--- config.mk ---
export PLATFORM = sky130hd
export DESIGN_NAME = cond_logic
export DESIGN_NICKNAME = d
export VERILOG_FILES = /design/src/rtl/cond_logic.sv
export SDC_FILE = /design/constraint.sdc
export NUM_CORES = 1
export LEC_CHECK = 0
export BUFFER_PORTS_ARGS = -buffer_cell sky130_fd_sc_hd__buf_2
export CORE_MARGIN = 4
export CORE_UTILIZATION = 51
export DETAILED_ROUTE_END_ITERATION = 6
export PLACE_DENSITY = 0.81
export SYNTH_ARGS = -nofsm -noshare
export SYNTH_HDL_FRONTEND = slang
export SYNTH_SLANG_ARGS = --single-unit
--- constraint.sdc ---
create_clock -name clk -period 3.15 [get_ports clk]
set_input_delay 0.315 -clock clk [delete_from_list [all_inputs] [get_ports clk]]
set_output_delay 0.315 -clock clk [all_outputs]
set_load 0.05 [all_outputs]
--- src/rtl/cond_logic.sv ---
// ARM-style condition gating and flag registers, with a multi-cycle stall for MUL.
// Write gating and Stall are combinational and flags update on the next edge; a passing MUL stalls for MUL_CYCLES-1 cycles.
module cond_logic #(
  parameter int MUL_CYCLES = 4
) (
  input  logic       clk,
  input  logic       reset,
  input  logic [3:0] Cond,
  input  logic [3:0] ALUFlags,
  input  logic [1:0] FlagW,
  input  logic       PCS,
  input  logic       RegW,
  input  logic       MemW,
  input  logic       NoWrite,
  input  logic       IsMul,
  output logic       PCSrc,
  output logic       RegWrite,
  output logic       MemWrite,
  output logic       Stall,
  output logic [3:0] Flags
);

  typedef enum logic {IDLE, MUL_WAIT} state_t;

  localparam logic [3:0] CNT_LOAD = 4'(MUL_CYCLES - 2);

  state_t     state, state_nxt;
  logic [3:0] cnt, cnt_nxt;
  logic [1:0] nz, cv;
  logic       n, z, c, v;
  logic       condex;
  logic       gate;
  logic [1:0] flag_we;

  assign {n, z} = nz;
  assign {c, v} = cv;
  assign Flags  = {nz, cv};

  // Uses only the registered flags, so the result cannot change while a MUL stalls.
  always_comb begin
    condex = 1'b0;
    case (Cond)
      4'b0000: condex = z;
      4'b0001: condex = ~z;
      4'b0010: condex = c;
      4'b0011: condex = ~c;
      4'b0100: condex = n;
      4'b0101: condex = ~n;
      4'b0110: condex = v;
      4'b0111: condex = ~v;
      4'b1000: condex = c & ~z;
      4'b1001: condex = ~c | z;
      4'b1010: condex = (n == v);
      4'b1011: condex = (n != v);
      4'b1100: condex = ~z & (n == v);
      4'b1101: condex = z | (n != v);
      4'b1110: condex = 1'b1;
      default: condex = 1'b0;
    endcase
  end

  always_comb begin
    state_nxt = state;
    cnt_nxt   = cnt;
    gate      = 1'b0;
    Stall     = 1'b0;
    case (state)
      IDLE: begin
        if (IsMul && condex) begin
          Stall     = 1'b1;
          gate      = 1'b1;
          cnt_nxt   = CNT_LOAD;
          state_nxt = MUL_WAIT;
        end
      end
      MUL_WAIT: begin
        // IsMul is ignored here: the same instruction is still being held upstream.
        if (cnt != 4'd0) begin
          Stall   = 1'b1;
          gate    = 1'b1;
          cnt_nxt = cnt - 4'd1;
        end else begin
          state_nxt = IDLE;
        end
      end
      default: state_nxt = IDLE;
    endcase
  end

  assign PCSrc    = PCS  & condex & ~gate;
  assign RegWrite = RegW & condex & ~NoWrite & ~gate;
  assign MemWrite = MemW & condex & ~gate;
  assign flag_we  = FlagW & {2{condex & ~gate}};

  always_ff @(posedge clk) begin
    if (reset) begin
      state <= IDLE;
      cnt   <= 4'd0;
      nz    <= 2'b00;
      cv    <= 2'b00;
    end else begin
      state <= state_nxt;
      cnt   <= cnt_nxt;
      if (flag_we[1]) nz <= ALUFlags[3:2];
      if (flag_we[0]) cv <= ALUFlags[1:0];
    end
  end

endmodule

==> impl_metrics.yaml <==
clocking:
  clk_path_buf_depth: 2
  cts_htree_levels: 1
  cts_tree: "built"
  cts-resized-gates: 0
  hold_buffers: 0
  clkLatencyLatePin_ns: 0.25
  cts_buffers: 3
  path_clk_slew_ns: 0.05
  cts_root_buf: "clkbuf_4"
  clock_sinks: 9
  postCtsSetupBuffers: 0
die:
  fp.dieW_um: 45.4
  start_util: 0.542
  die_h_um: 45.4
  rows: 13
  dieArea_um2: 2060
  pin_count: 25
  core_area_um2: 1320
timing:
  period_share: 0.766
  holdWs_ns: 0.320
  worst_pin_slew_ns: 0.359
  fin_ws_ns: 0.736
  slew_headroom: 0.760
  min_period_ns: 2.41
  setup_viol: 0
  rsz0062_at_grt: "no"
  slew_viol_final: 0
  finalHoldViolations: 0
  fin_tns_setup_ns: 0
  max_freq_ghz: 0.414
  skew_ns: 0.00355
drt:
  via_per_inst: 5.40
  routed_wirelength_um: 1590
  vias: 696
  post_drt_wl_per_cell_um: 12.3
  drt_iter0_markers: 12
  route.detailed.drc: 0
  final_antenna_net_count: 0
  dr.pass1.iters: 5
cells_and_area:
  post-route-util: 0.650
  area_growth_pct: 19.8
  diodes: 0
  final_common_cell: "buf_2"
  drive_gt1_frac: 0.281
  fin_nets: 134
  final_cell_mix: "buf_2 (24), nand2b_1 (10), a21oi_1 (9), dfxtp_1 (9), mux2i_1 (7)"
  stdcell_count: 129
  fin_area_um2: 856
power:
  power.total_mw: 0.334
  powerDensity_nw_per_um2: 390
  peakVddDrop_mv: 0.304
  p_leak_nw: 0.394
critical_path:
  cp-start-kind: "register"
  worst_path_max_delay_cell: "dfxtp_1"
  worst_ep_arrival_time_ns: 2.10
  required_ns: 2.83
  path_depth: 7
  crit_path_end_kind: "output port"
  critical-path-top-delay-family: "compound AO/OA/AOI/OAI gates"
  crit_fanout: 7
  r2r_slack_ns: 1.45
  ff2ff_path_depth: 6
  crit_buf_inv: 1
  crit_chain: "xor2_1, nor3b_1, o21a_2, o21ai_2, a211oi_2, and3b_1, buf_2"
  path_class: "register to output port"
  critPathMaxStageDelay_ns: 0.45
placed_design:
  place.gp.congestion: 0.880
  dp_slack_ns: 0.936
  post_dp_cell_area_um2: 830
  port_buffers: 24
  dp_hpwl_um: 1260
  dp_cells: 125
grt:
  grt_start_max_net_pins: 15
  grt.total_usage: 0.175
  grt_pass1_wl_um: 2670
  globalRoute.totalOverflow: 0
  grt_pass1_vias: 659
  antenna_found_initial: 0
synth:
  synthesis.nets: 109
  ys_warn_count: 0
  yosysSeqAreaShare: 0.252
  synth_seq_cells: 9
  synth.avg_cell_area_um2: 7.94
  synth.distinct_cells: 34
  post-synth-top-area-cell: "dfxtp_1"
  synthTopCellsByArea: "dfxtp_1 (25%), mux2i_1 (9.8%), nand2b_1 (8.8%), a21oi_1 (6.3%), ha_1 (3.5%)"
  synth_area_um2: 714
  syn_inst: 90
  synth.top_cell.area_share: 0.252
outcome:
  outcome: "complete, no violations"
worst_hold_path:
  hold_depth: 3
  hold_class: "input port to register"
run:
  max_cap_violations: 0
power breakdown:
| group | internal (mW) | leakage (nW) | switching [mW] |
|---|---|---|---|
| sequential | 0.122 | 0.0733 | 0.00841 |
| combinational | 0.0438 | 0.306 | 0.0744 |
| clock | 0.0486 | 0.0150 | 0.0370 |
cells in the mapped netlist, drive strengths merged:
cell type	count
o211ai	1
nand2b	10
nor3b	3
nor2	5
nand3	2
nor2b	3
xnor2	1
a21o	1
xor2	1
ha	2
o21ai	5
o21a	2
nor4	1
clkbuf	2
inv	4
a31oi	1
or3b	1
a21oi	11
and3b	2
nand4b	2
or3	2
mux2i	7
and2	2
buf	2
a211oi	1
nor3	1
o32a	1
nand2	5
dfxtp	9
layer usage:
metal  share of wire  global-route usage  vias up
met2            0.42               0.262       25
met3           0.089              0.0395        6
li1                -                   -      366
met5               0                   0        -
met1            0.46               0.224      299
met4           0.022               0.111        0
logic make-up after synthesis:
logic type      Yosys count  share of synthesized area
compound gates           23                      0.212
xor+xnor                  2                     0.0245
fa+ha+maj                 2                     0.0350
buf+inv                   8                     0.0543
flops                     9                      0.252
mux                       7                     0.0981
simple gates             39                      0.324
flip-flops by register name (all words and copies together), names as in the netlist:
| register | count |
|---|---|
| nz | 2 |
| cv | 2 |
| cnt | 4 |
| state | 1 |
worst paths after layout:
kind | from | end
setup / recovery | cv[0] | RegWrite
hold / removal | ALUFlags[0] | cv[0]
setup reg to reg | cv[0] | cv[1]
hold reg to reg | cv[1] | cv[1]
tightest hold or removal path: cells and delay by family:
family	cells	cell delay (ns)
AND/OR/NAND/NOR	1	0.05
multiplexers	1	0.06
buffers and inverters	1	0.09
final cells by class:
type | instances | area (um^2)
Tap cell | 15 | 18.8
Fill cell | 118 | 462
Sequential cell | 9 | 180
Timing Repair Buffer | 24 | 120
Inverter | 4 | 15.0
Multi-Input combinational cell | 73 | 495
Clock buffer | 4 | 26.3
Power figures use the tool's default switching activity.
